===== src/rtl/qnigma_pkg.sv =====
// Shared TCP types and constants for the qnigma stack.
// Holds the SACK option layout and the ACK scheduler defaults and state encoding.
package qnigma_pkg;

  localparam int TCP_ACK_DELAY_TICKS = 12500000;
  localparam int TCP_ACK_SEG_THRESH  = 2;
  localparam int TCP_SACK_BLOCKS     = 4;

  typedef struct packed {
    logic [31:0] left;
    logic [31:0] right;
  } tcp_sack_blk_t;

  typedef struct packed {
    tcp_sack_blk_t [TCP_SACK_BLOCKS-1:0] blk;
    logic          [TCP_SACK_BLOCKS-1:0] val;
  } tcp_opt_sack_t;

  typedef enum logic [1:0] {
    IDLE,
    DLY,
    REQ
  } ack_sched_state_t;

endpackage


===== src/rtl/qnigma_tcp_ack_timer.sv =====
// Load/clear/enable down-counter; expired is high while enabled and at zero.
// Shared by the ACK delay, retransmit and keepalive timers.
module qnigma_tcp_ack_timer #(
  parameter int W = 8
) (
  input  logic         clk,
  input  logic         rst,
  input  logic         clr,
  input  logic         load,
  input  logic [W-1:0] load_val,
  input  logic         en,
  output logic         expired
);

  logic [W-1:0] cnt;

  always_ff @(posedge clk) begin
    if (!rst || clr)            cnt <= '0;
    else if (load)              cnt <= load_val;
    else if (en && cnt != '0)   cnt <= cnt - W'(1);
  end

  assign expired = en && (cnt == '0);

endmodule


===== src/rtl/qnigma_tcp_ack_sched.sv =====
// Pure-ACK scheduler: decides when the receive path owes the peer an ACK and
// hands a latched ACK/SACK snapshot to the transmit engine via ack_req/ack_acc.
module qnigma_tcp_ack_sched
  import qnigma_pkg::*;
#(
  parameter int ACK_DELAY_TICKS = TCP_ACK_DELAY_TICKS,
  parameter int SEG_THRESH      = TCP_ACK_SEG_THRESH
) (
  input  logic          clk,
  input  logic          rst,
  input  logic          ini,
  input  logic          connected,
  input  logic [31:0]   tcb_loc_ack,
  input  logic [31:0]   loc_ack,
  input  tcp_opt_sack_t sack,
  input  logic          force_ack,
  output logic          ack_req,
  input  logic          ack_acc,
  output logic [31:0]   ack_num,
  output tcp_opt_sack_t ack_sack,
  output logic [15:0]   ack_cnt
);

  localparam int TW = $clog2(ACK_DELAY_TICKS);
  localparam int SW = $clog2(SEG_THRESH + 1);
  localparam logic [SW-1:0] SEG_MAX = SW'(SEG_THRESH);

  ack_sched_state_t state, state_nxt;
  logic [31:0]      loc_ack_q, sent_ack;
  tcp_opt_sack_t    sack_q;
  logic [SW-1:0]    seg_ctr, seg_inc;
  logic adv, sack_chg, pending, imm, seg_hit, acc, snap;
  logic re_arm_adv, re_arm_imm;
  logic tmr_load, tmr_clr, tmr_en, tmr_exp;

  assign adv      = (loc_ack != loc_ack_q);
  assign sack_chg = (sack != sack_q);
  assign pending  = (loc_ack != sent_ack);
  assign imm      = force_ack | sack_chg;
  assign seg_inc  = (seg_ctr == SEG_MAX) ? seg_ctr : seg_ctr + SW'(1);
  assign seg_hit  = adv && (seg_inc == SEG_MAX);
  assign acc      = (state == REQ) && ack_req && ack_acc && connected && !ini;

  always_comb begin
    state_nxt = state;
    case (state)
      IDLE: begin
        if (imm || seg_hit)      state_nxt = REQ;
        else if (adv || pending) state_nxt = DLY;
      end
      DLY: begin
        if (imm || seg_hit || seg_ctr == SEG_MAX || tmr_exp) state_nxt = REQ;
      end
      REQ: begin
        if (acc) begin
          if (re_arm_imm || imm)                                 state_nxt = REQ;
          else if (re_arm_adv || adv || loc_ack != ack_num)      state_nxt = DLY;
          else                                                   state_nxt = IDLE;
        end
      end
      default: state_nxt = IDLE;
    endcase
    if (ini || !connected) state_nxt = IDLE;
  end

  // A REQ with ack_req low is the one-cycle gap after an immediate re-arm.
  assign snap = (state_nxt == REQ) && !acc && !((state == REQ) && ack_req);

  assign tmr_en   = (state == DLY);
  assign tmr_load = (state_nxt == DLY) && (state != DLY);
  assign tmr_clr  = (state_nxt != DLY);

  qnigma_tcp_ack_timer #(
    .W (TW)
  ) u_tmr (
    .clk      (clk),
    .rst      (rst),
    .clr      (tmr_clr),
    .load     (tmr_load),
    .load_val (TW'(ACK_DELAY_TICKS - 1)),
    .en       (tmr_en),
    .expired  (tmr_exp)
  );

  always_ff @(posedge clk) begin
    if (!rst) begin
      state      <= IDLE;
      loc_ack_q  <= '0;
      sack_q     <= '0;
      sent_ack   <= '0;
      ack_req    <= 1'b0;
      ack_num    <= '0;
      ack_sack   <= '0;
      ack_cnt    <= '0;
      seg_ctr    <= '0;
      re_arm_adv <= 1'b0;
      re_arm_imm <= 1'b0;
    end else begin
      state     <= state_nxt;
      loc_ack_q <= ini ? tcb_loc_ack : loc_ack;
      sack_q    <= sack;

      if (ini)      sent_ack <= tcb_loc_ack;
      else if (acc) sent_ack <= ack_num;

      if (ini || !connected || acc) ack_req <= 1'b0;
      else if (snap)                ack_req <= 1'b1;

      if (snap) begin
        ack_num  <= loc_ack;
        ack_sack <= sack;
      end

      if (acc) ack_cnt <= ack_cnt + 16'd1;

      // An advance coinciding with the accept is the first of the next batch.
      if (ini || !connected)        seg_ctr <= '0;
      else if (acc)                 seg_ctr <= adv ? SW'(1) : '0;
      else if (state != REQ && adv) seg_ctr <= seg_inc;

      if (state_nxt != REQ || snap || acc) begin
        re_arm_adv <= 1'b0;
        re_arm_imm <= 1'b0;
      end else begin
        re_arm_adv <= re_arm_adv | adv;
        re_arm_imm <= re_arm_imm | imm;
      end
    end
  end

endmodule


===== config.mk =====
export PLATFORM = sky130hd
export DESIGN_NAME = qnigma_tcp_ack_sched
export DESIGN_NICKNAME = d
export VERILOG_FILES = /design/src/rtl/qnigma_pkg.sv /design/src/rtl/qnigma_tcp_ack_timer.sv /design/src/rtl/qnigma_tcp_ack_sched.sv
export SDC_FILE = /design/constraint.sdc
export NUM_CORES = 1
export LEC_CHECK = 0
export BUFFER_PORTS_ARGS = -buffer_cell sky130_fd_sc_hd__buf_2
export CAP_MARGIN = 40
export CORE_AREA = 2 2 246 248
export CTS_CLUSTER_DIAMETER = 50
export CTS_CLUSTER_SIZE = 10
export DETAILED_ROUTE_END_ITERATION = 7
export DIE_AREA = 0 0 248 250
export PLACE_DENSITY_LB_ADDON = 0.08
export SLEW_MARGIN = 10
export SYNTH_ARGS = -nofsm -noshare
export SYNTH_HDL_FRONTEND = slang
export SYNTH_SLANG_ARGS = --single-unit

===== constraint.sdc =====
create_clock -name clk -period 7.85 [get_ports clk]
set_input_delay 0.785 -clock clk [delete_from_list [all_inputs] [get_ports clk]]
set_output_delay 0.785 -clock clk [all_outputs]
set_load 0.02 [all_outputs]

==> metrics.cfg, run 1 <==
[power]
vdd_drop_max_uv=164
p_leak_nw=16.3
power_density_nw_per_um2=246

[clock_network]
postCtsHoldBufs=0
cts_setup_buffers=0
cts.repair.resized=0
ctsLongestPathBuffers=3
htree_levels=3
clockRootBuffer=clkbuf_16
clk_pin_slew_worst_paths_ns=0.06
cts_tree=done
clk_latency_ns=0.63
cts_made_buffers=81
cts_sinks=663

[critical_path]
slowest_delay_ns=0.58
r2r_start=sack_q[176]
crit_slowest_cell=or4_1
arrival_ns=5.03
r2r_end=ack_sack[77]
r2r_slack_ns=3.32
crit_buf_inv=4
startpoint_type=flop
crit_path_cell_trace=xor2_1 -> nor4_1 -> clkdlybuf4s18_2 -> nand4_1 -> or3_1 -> or4_1 -> nor3_4 -> a221oi_4 -> buf_12 -> buf_4 -> buf_16 -> mux2i_1
crit_family=simple AND/OR/NAND/NOR gates
end_kind=flop
r2r_cells=12
required_ns=8.35
crit_type=reg -> reg
path_max_fanout=140

[timing]
finalSetupTns_ns=0
fin_crit_ns=4.53
rsz0062_at_grt=false
tightest_slew_ns=1.48
setup_viol=0
fin_skew_ns=0.0200
fmax_ghz=0.221
finalWorstSetupSlack_ns=3.32
hold_viol=0
slew_viol_final=0
relSlewSlack_pct=1.39
finalCritPeriodShare_pct=57.7

[finish]
fillCellCount=5521
multi_input_area_um2=11500
final_nets=3847
drive_gt1_share_pct=22.0
area_delta_synth_final_pct=23.1
regArea_um2=13300

[placement]
portBuffers=638
dpl.hpwl_um=77800
place.gp.congestion=0.945
place_ws_ns=2.85

[logic_synthesis]
ys_seq_elements=663
synth_enable_flop_cells=0
syn-num-nets=3257
muxShareOfSynthArea_pct=12.1
synth-async-reset-ratio_pct=0
synth_top_area_cell=dfxtp_1
synth-compound-area-share_pct=5.43
yosys-top-cells-area=dfxtp_1 (49%), mux2i_1 (12%), nand2_1 (8.4%)
ys_warn_count=0
ys_types=57
synthCells=2923
yosys.area_share.adder_pct=0.186
ys_seq_area_share_pct=49.2
avgSynthCellArea_um2=9.22
yosys.area_share.simple_pct=16.7
synth_ff_type=dfxtp_1
synth_top_area_share_pct=49.2
synth_xor_area_share_pct=8.12
syn_area_um2=27000
synth_top_family_by_area=simple AND/OR/NAND/NOR gates

[grt]
grt_pass1_wl_um=141000
antenna_found_initial=31
grt_usage_pct=31.1
grt_pass1_vias=21905
grt_max_degree=229
grt_overflow_total=0

[worst_hold_path]
holdPathEnd=sack_q[79]
hold_depth=3
hold_path.class=in -> reg
hp-start=sack[79]

[floorplan]
fp.dieH_um=250
design.die.area_um2=62000
coreArea_um2=59600
rows=90
initial_utilization_pct=45.2
pin_count=639
die_w_um=248

[flow_run]
maxCapViolCount=0

[detailed_routing]
drtAntennaViolNets=0
vias=22374
totalWireLength_um=98800
vias_per_cell=5.15
first_iter_violations=1726
routedWlPerCell_um=22.7
firstDrtPassIters=6
drc=0

[run_status]
status=complete, no violations

-- cells in the final DEF, fill, tap and decap left out, types with 11 or more instances in the layout --
cell type	synthesis	final
nand4_1	51	51
a2111o_1	14	14
nor4_1	50	48
and2_1	14	14
a22o_1	11	11
a21oi_1	25	24
nand2b_1	45	45
nor2b_1	131	131
buf_2	2	639
dfxtp_1	663	663
nor3_1	18	18
nand2_1	602	602
o22ai_1	37	37
clkbuf_1	116	12
a222oi_1	32	32
clkbuf_16	0	81
o2111ai_1	14	14
xor2_1	97	97
inv_1	373	373
xnor2_1	153	153
buf_4	3	11
mux2i_1	325	325
diode_2	0	22
nor2_1	18	18
-- how the worst max path moves through the flow --
stage / from / slack [ns] / cells after the start / to
finish: sack_q[176] / 3.32 / 12 / ack_sack[77]
global placement: sack[176] / 2.48 / 11 / ack_sack[96]
detailed placement: sack[176] / 2.85 / 13 / ack_sack[91]
CTS: sack_q[176] / 3.47 / 12 / ack_sack[141]
global route: u_tmr.cnt[0] / 3.20 / 12 / ack_sack[98]
floorplan: sack[127] / 4.71 / 10 / ack_sack[124]
-- where the power goes --
part / internal (mW) / total [mW] / switching (mW)
Combinational: 0.351 / 0.964 / 0.613
Clock: 2.12 / 3.56 / 1.44
Sequential: 3.54 / 3.63 / 0.0934
-- cell usage after synthesis (all sizes together), types with 32 or more instances --
| cell type | count |
|---|---|
| mux2i | 325 |
| nor2b | 131 |
| xnor2 | 153 |
| inv | 376 |
| o22ai | 37 |
| nand4 | 51 |
| xor2 | 97 |
| nand2b | 45 |
| dfxtp | 663 |
| buf | 40 |
| a222oi | 32 |
| nand2 | 602 |
| nor4 | 50 |
| clkbuf | 116 |
-- tightest hold or removal path, stage by stage --
cell,delay (ns)
buf_2,0.09
nand2_1,0.06
inv_1,0.05
-- cells by family after synthesis --
group / count (synthesis)
buffers and inverters: 535
AO/OA/AOI/OAI: 181
flip-flops: 663
multiplexers: 325
adder cells (fa/ha/maj): 4
AND/OR/NAND/NOR: 965
XOR/XNOR: 250
-- registers in the layout, indices dropped and copies added (netlist names) --
register	flops
ack_cnt	16
sack_q	260
loc_ack_q	32
re_arm_imm	1
seg_ctr	2
u_tmr.cnt	24
ack_sack	260
ack_num	32
state	2
re_arm_adv	1
ack_req	1
sent_ack	32
-- routing by layer --
metal | vias up | GRT usage [%] | wire [µm]
met5 | - | 0 | 113
met1 | 10758 | 37.9 | 39800
met3 | 162 | 6.87 | 7010
met2 | 768 | 52.5 | 47800
li1 | 10670 | - | -
met4 | 16 | 13.0 | 4050
-- metrics by stage --
step / hold slack, ns / instance area [µm²] / instances / total power, mW / util [%]
after global placement: 0.439 / 30500 / 4200 / 4.64 / 51.2
after floorplan: 0.440 / 27000 / 2923 / 4.23 / -
after CTS: 0.352 / 33100 / 4326 / 8.22 / 55.6
after global routing: 0.374 / 33200 / 4340 / 8.45 / 55.7
after detailed placement: 0.443 / 30700 / 4212 / 4.66 / 51.5
final: 0.374 / 33200 / 4348 / 8.16 / 55.7
-- layout make-up --
| cell class | instances | share of cell area (%) |
|---|---|---|
| diodes | 22 | 0.166 |
| clock buffers | 98 | 6.45 |
| clock inverters | 16 | 0.962 |
| inverters | 379 | 4.29 |
| multi-input cells | 1725 | 34.6 |
| flip-flops and latches | 663 | 40.0 |
| well taps | 782 | 2.95 |
| repair buffers | 663 | 10.6 |
Power figures use the tool's default switching activity.
==> run 2: changes to the inputs <==
CORE_AREA = 2 2 248 250   (was 2 2 246 248)
DIE_AREA = 0 0 250 252   (was 0 0 248 250)
clock period = 4.3 ns   (was 7.85 ns; I/O delays follow)
==> run 2 against run 1 <==
- wire length increased by 0.84%
- fmax grew 20%
- clock-buffer cell count up 4
- first-iteration DRC count shrank 4.4%
- highest routed layer unchanged
- setup slack worse by 2.8 ns
- flip-flop and latch count stayed put
- die area grew 1.6%
- non-clock buffer count up 25
- clock skew is 0.012 ns higher
==> metrics.cfg, run 2 (same netlist as run 1, synthesis figures left out) <==
[worst_hold_path]
hold_path.class=in -> reg
hold_depth=3

[detailed_routing]
routedWlPerCell_um=22.8
drtAntennaViolNets=0
firstDrtPassIters=8
vias=22381
drc=0
first_iter_violations=1650
vias_per_cell=5.12
totalWireLength_um=99600

[flow_run]
maxCapViolCount=0

[timing]
relSlewSlack_pct=25.9
fmax_ghz=0.264
setup_viol=0
finalCritPeriodShare_pct=88.0
rsz0062_at_grt=false
fin_crit_ns=3.79
finalSetupTns_ns=0
slew_viol_final=0
tightest_slew_ns=1.11
fin_skew_ns=0.0316
hold_viol=0

[critical_path]
path_max_fanout=36
crit_end=ack_sack[178]
crit_path_cell_trace=xor2_1 -> nor4_1 -> buf_4 -> nand4_1 -> or3_1 -> or4_1 -> nor3_4 -> a221oi_4 -> buf_12 -> buf_12 -> mux2i_1
r2r_slack_ns=0.51
cp-startpoint=sack_q[176]
required_ns=4.79
crit_type=reg -> reg
r2r_cells=11
slowest_delay_ns=0.57
crit_buf_inv=3
arrival_ns=4.28
crit_family=simple AND/OR/NAND/NOR gates
cp.depth=11
r2r_start=sack_q[176]
crit_slowest_cell=or4_1
r2r_end=ack_sack[178]
startpoint_type=flop
crit_top_cell=buf_12
end_kind=flop

[placement]
place.gp.congestion=0.933
portBuffers=638
dpl.hpwl_um=79400
dpl_cell_area_um2=30900

[finish]
fin_area_um2=33500
final_nets=3874
drive_gt1_share_pct=22.6
final_util_pct=55.8
regArea_um2=13300
final_cell_mix=dfxtp_1 (663), buf_2 (637), nand2_1 (602), inv_1 (373), mux2i_1 (325)
area_delta_synth_final_pct=24.4
final_common_cell=dfxtp_1
multi_input_area_um2=11500
fillCellCount=5462
reg_top3=ack_sack: 260 flops, sack_q: 260 flops

[grt]
grt_pass1_vias=21734
grt_max_degree=149
grt_usage_pct=30.7
grt_pass1_wl_um=142000
antenna_found_initial=36
grt_overflow_total=0

[clock_network]
htree_levels=3
cts_tree=done
cts.repair.resized=0
ctsLongestPathBuffers=3
clk_latency_ns=0.63
clockRootBuffer=clkbuf_16
cts_setup_buffers=0
clk_pin_slew_worst_paths_ns=0.06
postCtsHoldBufs=2
cts_sinks=663
cts_made_buffers=83

[floorplan]
fp.dieH_um=252
rows=90
initial_utilization_pct=44.8
coreArea_um2=60100
pin_count=639
die_w_um=250
design.die.area_um2=63000

[power]
fin_total_pwr_mw=15.0
p_leak_nw=16.5
power_density_nw_per_um2=448
vdd_drop_max_uv=312

[run_status]
status=complete, no violations

-- run 2: cell count changes in the layout (fill, tap and decap cells not counted), moves of 3 or more --
cell	change
clkbuf_16	+6
buf_4	+18
clkbuf_1	-4
clkinvlp_4	+3
diode_2	-7
buf_12	+9
inv_16	-3
-- run 2: per-stage QoR --
step | setup WS [ns] | std cells | hold WS, ns
3_5_place_dp | 0.212 | 4235 | 0.443
4_1_cts | 0.460 | 4355 | 0.00215
3_3_place_gp | 0.271 | 4229 | 0.439
6_report | 0.514 | 4370 | 0.0284
5_1_grt | 0.368 | 4362 | 0.0306
2_1_floorplan | 1.51 | 2923 | 0.440
-- run 2: area by class of cell --
| cell class | instances | share of cell area [%] |
|---|---|---|
| Clock buffer | 102 | 6.87 |
| Sequential cell | 663 | 39.6 |
| Antenna cell | 15 | 0.112 |
| Clock inverter | 16 | 0.690 |
| Timing Repair Buffer | 688 | 11.3 |
| Tap cell | 782 | 2.92 |
| Inverter | 379 | 4.24 |
| Multi-Input combinational cell | 1725 | 34.2 |
-- run 2: how the worst min path moves through the flow --
stage	slack [ns]	from	to
floorplan	0.44	seg_ctr[0]	seg_ctr[0]
global placement	0.44	ack_sack[179]	ack_sack[179]
detailed placement	0.44	ack_sack[121]	ack_sack[121]
CTS	0.002	sack[164]	sack_q[164]
global route	0.03	sack[37]	sack_q[37]
finish	0.03	sack[164]	sack_q[164]
-- run 2: layer usage --
metal  global-route usage, %  vias to the layer above  share of wire, %
met5                       0                        -              0.16
met4                    13.2                       26               4.1
met3                    7.04                      178               7.2
met2                    52.1                      797                48
met1                    37.3                    10682                41
li1                        -                    10698                 -
-- run 2: tightest hold or removal path, delay by kind of cell --
kind,cells,cell delay [ns]
AND/OR/NAND/NOR,1,0.06
buffers and inverters,2,0.14
-- run 2: where the power goes --
part,leakage [nW],total [mW],switching (mW),internal (mW)
clock network,1.23,6.63,2.64,3.98
logic,9.78,1.77,1.11,0.661
registers,5.47,6.64,0.175,6.46
==> run 3: changes to the inputs <==
RECOVER_POWER = 100   (was unset)
==> run 3 against run 2 <==
- the run now ends with capacitance limit, slew limit left
- non-clock buffer count unchanged
- register-to-register slack got worse by 0.13 ns
- global-route usage unchanged
- first-iteration DRC count decreased by 8.6%
- combinational power decreased by 2%
- fmax decreased by 3.2%
- clock skew about the same
- core utilization decreased by 0.79 points
- worst hold slack about the same
- wire length about the same
- flip-flop and latch count unchanged
- sequential power about the same
- critical path type unchanged
- highest routed layer unchanged
==> metrics.cfg, run 3 (same netlist as run 1, synthesis figures left out) <==
[clock_network]
clockRootBuffer=clkbuf_16
cts_made_buffers=83
clk_pin_slew_worst_paths_ns=0.06
cts.repair.resized=0
cts_tree=done
clk_latency_ns=0.63
cts_sinks=663
ctsLongestPathBuffers=3
htree_levels=3

[grt]
grt_pass1_wl_um=142000
antenna_found_initial=36
grt_max_degree=149
grt_overflow_total=0
grt_pass1_vias=21734
grt_usage_pct=30.7

[timing]
tightest_slew_ns=3.43
finalCritPeriodShare_pct=91.0
finalWorstSetupSlack_ns=0.388
hold_slack_ns=0.0286
fin_crit_ns=3.91
setup_viol=0
finalSetupTns_ns=0
relSlewSlack_pct=-128
rsz0062_at_grt=false
hold_viol=0
slew_viol_final=143
fin_skew_ns=0.0313
fmax_ghz=0.256

[critical_path]
required_ns=4.77
arrival_ns=4.39
r2r_end=ack_sack[113]
end_kind=flop
r2r_slack_ns=0.39
r2r_cells=11
crit_end=ack_sack[113]
startpoint_type=flop
path_max_fanout=45
crit_type=reg -> reg
r2r_start=sack_q[176]
cp-startpoint=sack_q[176]

[floorplan]
coreArea_um2=60100
initial_utilization_pct=44.8
design.die.area_um2=63000
die_w_um=250
pin_count=639
fp.dieH_um=252
rows=90

[detailed_routing]
drc=0
totalWireLength_um=99600
firstDrtPassIters=5
drtAntennaViolNets=0
first_iter_violations=1508
routedWlPerCell_um=22.8
vias_per_cell=5.10
vias=22310

[finish]
fin_area_um2=33100
final_common_cell=dfxtp_1
final_cell_mix=dfxtp_1 (663), nand2_1 (602), inv_1 (373), buf_2 (330), mux2i_1 (325)
reg_top3=ack_sack: 260 flops, sack_q: 260 flops
drive_gt1_share_pct=13.7
final_util_pct=55.0
area_delta_synth_final_pct=22.6
final_nets=3874
instances_no_fill=4374

[placement]
dpl_cell_area_um2=30900
dpl.hpwl_um=79400
place_ws_ns=0.212
placed_cells=4235
place.gp.congestion=0.933
portBuffers=638

[worst_hold_path]
hold_path.class=in -> reg

[run_status]
violations=capacitance limit, slew limit
status=finished with violations

[power]
fin_total_pwr_mw=15.0
p_leak_nw=15.2
power_density_nw_per_um2=454
vdd_drop_max_uv=312

[flow_run]
maxCapViolCount=1

## run 3: what timing repair did
| action | in CTS | in global routing |
|---|---|---|
| endpoints found under the hold margin | 2 | 0 |
| setup buffers | 0 | 0 |
| hold buffers | 2 | 0 |
## run 3: worst max-delay path: stages (launching register included)
cell and delay (ns):
dfxtp_1 0.30, xor2_1 0.21, nor4_1 0.48, clkbuf_1 0.24
nand4_1 0.18, or3_1 0.47, or4_1 0.57, nor3_4 0.34
a221oi_4 0.15, buf_12 0.18, buf_4 0.34, mux2i_1 0.21
## run 3: how the worst min path moves through the flow
stage	start	to	cells past startpoint
3_3_place_gp	ack_sack[179]	ack_sack[179]	2
2_1_floorplan	seg_ctr[0]	seg_ctr[0]	2
3_5_place_dp	ack_sack[121]	ack_sack[121]	2
5_1_grt	sack[37]	sack_q[37]	3
4_1_cts	sack[164]	sack_q[164]	3
6_report	sack[200]	sack_q[200]	3
## run 3: final cells by class
cell class                 count  area (µm²)
fill                        5643       27100
sequential                   663       13300
multi-input combinational   1725       11500
timing repair buffer         688        3340
clock buffer                 102        2300
inverter                     379        1420
tap                          782         978
clock inverter                16         231
antenna                       19        47.5
## run 3: layer usage
metal | vias up | share of wire (%) | GRT usage (%)
met4 | 24 | 4.1 | 13.2
li1 | 10695 | - | -
met3 | 184 | 7.7 | 7.04
met5 | - | 0.15 | 0
met2 | 763 | 48 | 52.1
met1 | 10644 | 40 | 37.3
## run 3: report_power, final
part | switching [mW] | total [mW] | internal, mW
clock | 2.65 | 6.63 | 3.98
sequential | 0.179 | 6.64 | 6.46
combinational | 1.11 | 1.73 | 0.623
total | 3.93 | 15.0 | 11.1
